==> src/rtl/rom_read_arbiter.sv <==
// Two-requester round-robin arbiter in front of a synchronous ROM.
// One read is in flight at a time: accept -> ISSUE (chip-select pulse) ->
// WAIT (READ_LATENCY edges) -> RESP (hold until consumed) -> IDLE.
// READ_LATENCY must lie in 1..7 so that it fits the 3-bit latency counter.
module rom_read_arbiter #(
    parameter int READ_LATENCY = 1
) (
    input  logic       clk,
    input  logic       rst_n,
    input  logic       en,
    input  logic       req0_valid,
    input  logic [9:0] req0_addr,
    input  logic       req1_valid,
    input  logic [9:0] req1_addr,
    output logic       req0_ready,
    output logic       req1_ready,
    output logic       rsp0_valid,
    output logic       rsp1_valid,
    output logic [7:0] rsp_data,
    input  logic       rsp_ready,
    output logic       rom_cs,
    output logic [9:0] rom_addr,
    input  logic [7:0] rom_dout,
    output logic       busy
);

    typedef enum logic [1:0] {
        IDLE  = 2'd0,
        ISSUE = 2'd1,
        WAIT  = 2'd2,
        RESP  = 2'd3
    } state_t;

    state_t     state_q, state_d;
    logic       rom_cs_q, rom_cs_d;
    logic [9:0] rom_addr_q, rom_addr_d;
    logic       rsp0_valid_q, rsp0_valid_d;
    logic       rsp1_valid_q, rsp1_valid_d;
    logic [7:0] rsp_data_q, rsp_data_d;
    logic [2:0] cnt_q, cnt_d;
    logic       last_grant_q, last_grant_d;
    logic       grant_id_q, grant_id_d;

    logic       grant_any;
    logic       win1;

    // Arbitration: requester 1 wins when it is alone, or on a tie when requester 0 was served last.
    always_comb begin
        win1       = req1_valid && (!req0_valid || (last_grant_q == 1'b0));
        grant_any  = (state_q == IDLE) && en && (req0_valid || req1_valid);
        req0_ready = grant_any && !win1;
        req1_ready = grant_any && win1;
    end

    // Next-state and datapath updates for the access sequence.
    always_comb begin
        state_d      = state_q;
        rom_cs_d     = rom_cs_q;
        rom_addr_d   = rom_addr_q;
        rsp0_valid_d = rsp0_valid_q;
        rsp1_valid_d = rsp1_valid_q;
        rsp_data_d   = rsp_data_q;
        cnt_d        = cnt_q;
        last_grant_d = last_grant_q;
        grant_id_d   = grant_id_q;

        case (state_q)
            IDLE: begin
                if (grant_any) begin
                    rom_addr_d   = win1 ? req1_addr : req0_addr;
                    rom_cs_d     = 1'b1;
                    last_grant_d = win1;
                    grant_id_d   = win1;
                    state_d      = ISSUE;
                end
            end
            ISSUE: begin
                // The ROM samples rom_cs/rom_addr at this edge; start counting its latency.
                rom_cs_d = 1'b0;
                cnt_d    = 3'(READ_LATENCY);
                state_d  = WAIT;
            end
            WAIT: begin
                cnt_d = cnt_q - 3'd1;
                // Counter reaches zero at this edge: ROM data is valid now.
                if (cnt_q <= 3'd1) begin
                    cnt_d        = 3'd0;
                    rsp_data_d   = rom_dout;
                    rsp0_valid_d = !grant_id_q;
                    rsp1_valid_d = grant_id_q;
                    state_d      = RESP;
                end
            end
            RESP: begin
                if (rsp_ready) begin
                    rsp0_valid_d = 1'b0;
                    rsp1_valid_d = 1'b0;
                    state_d      = IDLE;
                end
            end
            default: begin
                state_d = IDLE;
            end
        endcase
    end

    // State and output registers; reset abandons any in-flight read immediately.
    always_ff @(posedge clk or negedge rst_n) begin
        if (!rst_n) begin
            state_q      <= IDLE;
            rom_cs_q     <= 1'b0;
            rom_addr_q   <= 10'd0;
            rsp0_valid_q <= 1'b0;
            rsp1_valid_q <= 1'b0;
            rsp_data_q   <= 8'd0;
            cnt_q        <= 3'd0;
            last_grant_q <= 1'b1;
            grant_id_q   <= 1'b0;
        end else begin
            state_q      <= state_d;
            rom_cs_q     <= rom_cs_d;
            rom_addr_q   <= rom_addr_d;
            rsp0_valid_q <= rsp0_valid_d;
            rsp1_valid_q <= rsp1_valid_d;
            rsp_data_q   <= rsp_data_d;
            cnt_q        <= cnt_d;
            last_grant_q <= last_grant_d;
            grant_id_q   <= grant_id_d;
        end
    end

    assign rom_cs     = rom_cs_q;
    assign rom_addr   = rom_addr_q;
    assign rsp0_valid = rsp0_valid_q;
    assign rsp1_valid = rsp1_valid_q;
    assign rsp_data   = rsp_data_q;
    assign busy       = (state_q != IDLE);

endmodule
==> config.mk <==
export PLATFORM = sky130hd
export DESIGN_NAME = rom_read_arbiter
export DESIGN_NICKNAME = d
export VERILOG_FILES = /design/src/rtl/rom_read_arbiter.sv
export SDC_FILE = /design/constraint.sdc
export NUM_CORES = 1
export LEC_CHECK = 0
export CAP_MARGIN = 20
export CORE_ASPECT_RATIO = 1.5
export CORE_MARGIN = 5
export CORE_UTILIZATION = 44
export CTS_CLUSTER_SIZE = 25
export DETAILED_ROUTE_END_ITERATION = 8
export GPL_ROUTABILITY_DRIVEN = 0
export MAX_ROUTING_LAYER = met4
export PLACE_DENSITY_LB_ADDON = 0.08
export RECOVER_POWER = 100
export SLEW_MARGIN = 20
export SYNTH_ARGS = -nofsm -noshare
export SYNTH_HDL_FRONTEND = slang
export SYNTH_SLANG_ARGS = --single-unit
==> constraint.sdc <==
create_clock -name clk -period 3.7 [get_ports clk]
set_input_delay 0.555 -clock clk [delete_from_list [all_inputs] [get_ports clk]]
set_output_delay 0.555 -clock clk [all_outputs]
set_load 0.03 [all_outputs]
==> results of run 1 <==
-- logic make-up after synthesis --
kind of cell,count (synthesis),share of synthesized area
muxes,9,0.09877
DFF,28,0.5328
adders and majority gates,7,0.06647
AOI/OAI and AO/OA,32,0.1804
buffers and inverters,22,0.07027
and+or+nand+nor,15,0.05129
-- stage by stage --
stage	instances	utilization	hold WS, ns	instance area, um2	worst slack [ns]
4_1_cts	212	0.6830	0.5093	1989	0.9223
5_1_grt	212	0.6714	0.5174	1956	0.6821
3_3_place_gp	208	0.6641	0.4806	1934	1.001
6_report	212	0.6714	0.4973	1956	0.8109
3_5_place_dp	208	0.6641	0.4863	1934	0.9385
2_1_floorplan	113	-	0.2594	1318	1.847
-- registers in the layout, indices dropped and copies added, names as in the netlist --
name and cells:
rom_addr 10, rsp_data 8, cnt_q 3, state_q 2, grant_id_q 1, last_grant_q 1, rom_cs 1, rsp0_valid 1
rsp1_valid 1
-- power groups by stage --
stage,registers [uW],logic (uW),clock network [uW]
after floorplan,748,411,0
after global placement,537,963,0
after detailed placement,542,983,0
after CTS,539,989,190
after global routing,553,948,205
final,530,872,185
-- synth_stat cells (2+ instances only) --
cell type | number | area (um2)
sky130_fd_sc_hd__buf_2 | 2 | 10.01
sky130_fd_sc_hd__a21oi_1 | 6 | 30.03
sky130_fd_sc_hd__inv_1 | 18 | 67.56
sky130_fd_sc_hd__ha_1 | 7 | 87.58
sky130_fd_sc_hd__a21o_1 | 3 | 22.52
sky130_fd_sc_hd__nor2_1 | 4 | 15.01
sky130_fd_sc_hd__nand2_1 | 5 | 18.77
sky130_fd_sc_hd__a222oi_1 | 10 | 100.1
sky130_fd_sc_hd__dfrtp_1 | 27 | 675.7
sky130_fd_sc_hd__o21ai_0 | 5 | 25.02
sky130_fd_sc_hd__nand3_1 | 2 | 10.01
sky130_fd_sc_hd__mux2_4 | 8 | 120.1
-- final cells by class --
type | instances | area (um2) | share of cell area
clock buffers | 4 | 55.05 | 0.02815
inverters | 18 | 67.56 | 0.03455
multi-input cells | 63 | 493.0 | 0.2521
flip-flops and latches | 28 | 701.9 | 0.3589
well taps | 39 | 48.80 | 0.02495
repair buffers | 60 | 589.3 | 0.3013
-- per-layer routing --
metal / up-vias / global-route usage
li1: 525 / -
met1: 533 / 0.2023
met2: 42 / 0.2986
met3: 2 / 0.03101
met4: 0 / 0.05486
met5: - / -
-- worst max-delay path: stages --
cell and delay, ns:
sky130_fd_sc_hd__dlygate4sd3_1 0.59, sky130_fd_sc_hd__nand3_1 0.10, sky130_fd_sc_hd__a21oi_1 0.14, sky130_fd_sc_hd__buf_4 0.19, sky130_fd_sc_hd__dlygate4sd3_1 0.75
-- worst max path at each step --
stage	startpoint	end	slack [ns]	cells after the start
floorplan	state_q[0]$_DFFE_PN0P_	req1_ready	1.85	5
global placement	en	req1_ready	1.00	5
detailed placement	req1_valid	req1_ready	0.94	5
CTS	state_q[1]$_DFFE_PN0P_	req1_ready	0.92	6
global route	state_q[1]$_DFFE_PN0P_	req1_ready	0.68	6
finish	req0_valid	req0_ready	0.81	5
-- cell usage in the layout (no fill, tap or decap) --
cell / count
sky130_fd_sc_hd__a21o_1: 3
sky130_fd_sc_hd__a21oi_1: 6
sky130_fd_sc_hd__a222oi_1: 10
sky130_fd_sc_hd__a22o_1: 1
sky130_fd_sc_hd__a31o_2: 1
sky130_fd_sc_hd__a31oi_1: 1
sky130_fd_sc_hd__buf_4: 2
sky130_fd_sc_hd__clkbuf_1: 1
sky130_fd_sc_hd__clkbuf_8: 4
sky130_fd_sc_hd__clkdlybuf4s50_1: 31
sky130_fd_sc_hd__dfrtp_1: 27
sky130_fd_sc_hd__dfstp_2: 1
sky130_fd_sc_hd__dlygate4sd3_1: 26
sky130_fd_sc_hd__ha_1: 7
sky130_fd_sc_hd__inv_1: 18
sky130_fd_sc_hd__mux2_1: 8
sky130_fd_sc_hd__mux2i_1: 1
sky130_fd_sc_hd__nand2_1: 5
sky130_fd_sc_hd__nand2b_1: 1
sky130_fd_sc_hd__nand3_1: 2
sky130_fd_sc_hd__nor2_1: 4
sky130_fd_sc_hd__nor2b_1: 1
sky130_fd_sc_hd__nor3_1: 1
sky130_fd_sc_hd__o211ai_1: 1
sky130_fd_sc_hd__o21ai_0: 6
sky130_fd_sc_hd__o21ba_1: 1
sky130_fd_sc_hd__o22ai_1: 1
sky130_fd_sc_hd__o31ai_1: 1
sky130_fd_sc_hd__or3_1: 1
==> flow_metrics.py, run 1 <==
metrics = {
    "die": {
        "die-area_mm2": 0.004211,
        "placeableCoreArea_mm2": 0.002913,
        "design.portCount": 58,
        "placement_rows": 24,
        "die_h_um": 77.02,
        "initial_standard_cell_utilization_of_the_core": 0.4523,
        "chipWidth_um": 54.68,
    },
    "global_route": {
        "via_count_of_the_first_global_routing_pass": 1197,
        "groute.usage.overall": 0.1763,
        "grt_pass1_wl_um": 5444,
        "grt_start_max_net_pins": 29,
        "grt-ovfl-total": 0,
        "antenna_found_initial": 0,
    },
    "worst_hold_path": {
        "hp-class": "reg -> reg",
        "hold_path_stages": 1,
        "holdCritStartpoint": "rsp_data[3]$_DFFE_PN0P_",
        "timing.hold.worst_endpoint": "rsp_data[3]$_DFFE_PN0P_",
    },
    "timing": {
        "setup_viol_count_final": 0,
        "final.setup_skew_ns": 0.002341,
        "rsz0062_at_grt": "false",
        "fin_crit_sh": 0.7808,
        "achievable-frequency_mhz": 346.1,
        "tightestPinTransition_ns": 1.462,
        "final_max_slew_viol_count": 0,
        "final_hold_viols": 0,
        "min_period_ns": 2.889,
        "timing.slew.headroom": 0.02513,
        "final.setup.tns_ns": 0,
    },
    "place": {
        "numPortBuffers": 57,
        "post-dp-hpwl_um": 2537,
    },
    "layout": {
        "fillers": 253,
        "areaGrowthSynthToFinish_pct": 48.43,
        "finish.net_count": 215,
        "layout-drive-gt1-share": 0.04624,
        "diodes": 0,
    },
    "logic_synthesis": {
        "synth_ff_type": "sky130_fd_sc_hd__dfrtp_1",
        "synth.avg_cell_area_um2": 11.66,
        "synth_warnings": 0,
        "yosysSeqAreaShare": 0.5328,
        "synth_enable_flop_cells": 0,
        "synthesis.instances": 113,
        "ys_seq_elements": 28,
        "synth_area_mm2": 0.001318,
        "asyncSetResetFlopFracSynth": 1.000,
        "synth_fp_nets": 154,
        "post_synth_num_cell_types": 28,
    },
    "clock_tree": {
        "post_cts_buffers": 0,
        "worstSkewPairLatency_ns": 0.27,
        "clock-root-buffer": "sky130_fd_sc_hd__clkbuf_8",
        "tritoncts_num_sinks": 28,
        "cts_buffer_depth": 2,
        "hold_bufs_at_cts": 0,
        "cts_h_tree_depth": 1,
        "clkSlewWorstSetupHoldPaths_ns": 0.09,
        "postCtsResizedCells": 0,
        "numCtsBuffers": 3,
        "cts_tree": "done",
    },
    "drt": {
        "detailed_routing_iterations_pass_1": 4,
        "drt.antenna.violating_nets": 0,
        "route.vias.total": 1102,
        "remaining_drc_errors": 0,
        "wl_per_cell_um": 15.25,
        "post_route_wl_um": 3234,
        "post_drt_via_cell_ratio": 5.198,
        "routed.top_layer": "met4",
        "dr.first_iter.drc_count": 59,
        "met1_length_um": 1254,
        "met3RoutedLength_um": 244,
        "wl_met2_um": 1709,
    },
    "setup_path": {
        "ff2ff_setup_slack_ns": 1.78,
        "data_required_time_at_the_worst_endpoint_ns": 3.14,
        "end_kind": "primary output",
        "critical_path_peak_fanout": 11,
        "worstPathArrival_ns": 2.33,
        "worst_r2r_startpoint": "state_q[0]$_DFFE_PN0P_",
        "critical_path_class": "in -> out",
        "worst-r2r-cell-count": 5,
        "worst_setup_path_start_kind": "input port",
        "timing.rr.end": "rsp_data[5]$_DFFE_PN0P_",
    },
    "status": {
        "run_status": "completed",
    },
    "pwr": {
        "power.net_switching_uw": 679.6,
        "power.switching_fraction": 0.4282,
        "p_leak_uw": 0.0009413,
        "internal_power_uw": 907.7,
        "p_seq_frac": 0.334,
        "total_power_uw": 1587,
        "power_density_mw_per_mm2": 811.6,
        "combPwrFrac": 0.549,
        "pwr-share-clk": 0.117,
        "ir_drop_uv": 551.1,
    },
    "job": {
        "timing.max_cap.violations": 0,
    },
}
(Power assumes the default switching activity.)
==> run 2: changes to the inputs <==
- CORE_UTILIZATION: 44 -> 37
- clock period: 3.7 -> 2.65 ns (I/O delays scaled with it)
==> flow_metrics.py, run 2 (synthesis gave the netlist of run 1 again) <==
metrics = {
    "clock_tree": {
        "clock-root-buffer": "sky130_fd_sc_hd__clkbuf_8",
        "clkSlewWorstSetupHoldPaths_ns": 0.09,
        "cts_h_tree_depth": 1,
        "numCtsBuffers": 3,
        "cts_tree": "done",
        "tritoncts_num_sinks": 28,
        "cts_buffer_depth": 2,
        "post_cts_buffers": 0,
        "hold_bufs_at_cts": 0,
        "worstSkewPairLatency_ns": 0.27,
        "postCtsResizedCells": 0,
    },
    "drt": {
        "post_drt_via_cell_ratio": 5.023,
        "routed.top_layer": "met4",
        "wl_met2_um": 1638,
        "dr.first_iter.drc_count": 71,
        "drt.antenna.violating_nets": 0,
        "post_route_wl_um": 3176,
        "met1_length_um": 1216,
        "route.vias.total": 1080,
        "detailed_routing_iterations_pass_1": 4,
        "remaining_drc_errors": 0,
        "met3RoutedLength_um": 301,
        "wl_per_cell_um": 14.77,
    },
    "pwr": {
        "p_seq_frac": 0.323,
        "ir_drop_uv": 642.4,
        "power.net_switching_uw": 940.1,
        "power.switching_fraction": 0.4134,
        "combPwrFrac": 0.533,
        "p_leak_uw": 0.0009414,
        "pwr-share-clk": 0.143,
        "internal_power_uw": 1334,
        "power_density_mw_per_mm2": 1156,
    },
    "layout": {
        "diodes": 0,
        "most_common_library_cell_in_the_layout_ignoring_fill_and_taps": "sky130_fd_sc_hd__clkdlybuf4s50_1",
        "finish.net_count": 215,
        "areaGrowthSynthToFinish_pct": 49.29,
        "mostFrequentLayoutCells": "sky130_fd_sc_hd__clkdlybuf4s50_1 (31), sky130_fd_sc_hd__dfrtp_1 (27), sky130_fd_sc_hd__dlygate4sd3_1 (24)",
        "layout-drive-gt1-share": 0.05202,
        "final_util": 0.5758,
        "largest_register_ff_count": 10,
    },
    "timing": {
        "rsz0062_at_grt": "false",
        "post-route-worst-setup-slack_ns": 0.4131,
        "final.setup_skew_ns": 0.001491,
        "final_max_slew_viol_count": 28,
        "min_period_ns": 2.237,
        "tightestPinTransition_ns": 1.506,
        "achievable-frequency_mhz": 447.1,
        "timing.slew.headroom": -0.003823,
        "final_hold_viols": 0,
        "final.setup.tns_ns": 0,
        "fin_crit_sh": 0.8441,
        "setup_viol_count_final": 0,
    },
    "setup_path": {
        "crit_slowest_cell": "sky130_fd_sc_hd__dlygate4sd3_1",
        "worst_setup_path_start_kind": "flop",
        "end_kind": "primary output",
        "cpPeakStageDelay_ns": 0.73,
        "critical_path_peak_fanout": 6,
        "data_required_time_at_the_worst_endpoint_ns": 2.25,
        "worstPathCellList": "inv_1 -> ha_1 -> inv_1 -> dlygate4sd3_1",
        "worstPathArrival_ns": 1.84,
        "crit_path_top_cell_by_count": "sky130_fd_sc_hd__inv_1",
        "critical_path_class": "reg -> out",
    },
    "die": {
        "placeableCoreArea_mm2": 0.003416,
        "initial_standard_cell_utilization_of_the_core": 0.3857,
        "die_h_um": 83.09,
        "die-area_mm2": 0.004879,
        "chipWidth_um": 58.72,
        "placement_rows": 26,
        "design.portCount": 58,
    },
    "status": {
        "run_status": "finished, violations left",
        "violated_checks": "max-capacitance violations, max-slew violations",
    },
    "global_route": {
        "grt-ovfl-total": 0,
        "grt_start_max_net_pins": 29,
        "grt_pass1_wl_um": 4961,
        "groute.usage.overall": 0.1305,
        "antenna_found_initial": 0,
        "via_count_of_the_first_global_routing_pass": 1095,
    },
    "job": {
        "timing.max_cap.violations": 1,
    },
    "place": {
        "placement.setup.worst_slack_ns": 0.6002,
        "numPortBuffers": 57,
        "post-dp-hpwl_um": 2452,
    },
    "worst_hold_path": {
        "hp-class": "reg -> reg",
    },
}
run 2: final timing paths:
path / depth (start not counted) / slack, ns / to / from
min in group asynchronous: 2 / 1.02 / state_q[0]$_DFFE_PN0P_ / rst_n
worst min register to register: 1 / 0.49 / rsp0_valid$_DFFE_PN0P_ / rsp0_valid$_DFFE_PN0P_
worst max register to register: 6 / 0.77 / rsp1_valid$_DFFE_PN0P_ / cnt_q[1]$_DFFE_PN0P_
worst max-delay path: 4 / 0.41 / busy / state_q[0]$_DFFE_PN0P_
max in group asynchronous: 2 / 0.76 / rom_addr[7]$_DFFE_PN0P_ / rst_n
worst min-delay path: 1 / 0.49 / rsp0_valid$_DFFE_PN0P_ / rsp0_valid$_DFFE_PN0P_
run 2: layer usage:
layer | up-vias | global-route usage
met2 | 42 | 0.2284
met5 | - | -
met4 | 0 | 0.03711
met3 | 2 | 0.03416
met1 | 513 | 0.1405
li1 | 523 | -
run 2: power by group through the flow:
stage                     combinational (uW)  sequential [uW]  clock [uW]
after floorplan                          573             1040           0
after global placement                  1340              749           0
after detailed placement                1370              750           0
after CTS                               1370              748         338
after global routing                    1300              764         351
final                                   1210              735         326
run 2: critical path: cells and delay by family (launching register included):
| kind | cells | cell delay, ns |
|---|---|---|
| adder cells (fa/ha/maj) | 1 | 0.27 |
| buffers and inverters | 3 | 0.89 |
| flip-flops | 1 | 0.41 |
run 2: final cells by class:
class                           count  area, um2
Timing Repair Buffer               60      580.6
Sequential cell                    28      701.9
Clock inverter                      1      30.03
Fill cell                         317       1449
Clock buffer                        3      41.29
Inverter                           18      67.56
Multi-Input combinational cell     63      493.0
Tap cell                           42      52.55
run 2: per-stage QoR:
step | hold WS (ns) | instance area (um2) | total power, uW | cells
final | 0.4870 | 1967 | 2274 | 215
after global placement | 0.4717 | 1933 | 2085 | 211
after floorplan | 0.1019 | 1318 | 1618 | 113
after global routing | 0.5119 | 1967 | 2418 | 215
after CTS | 0.4978 | 2004 | 2461 | 215
after detailed placement | 0.4710 | 1933 | 2125 | 211
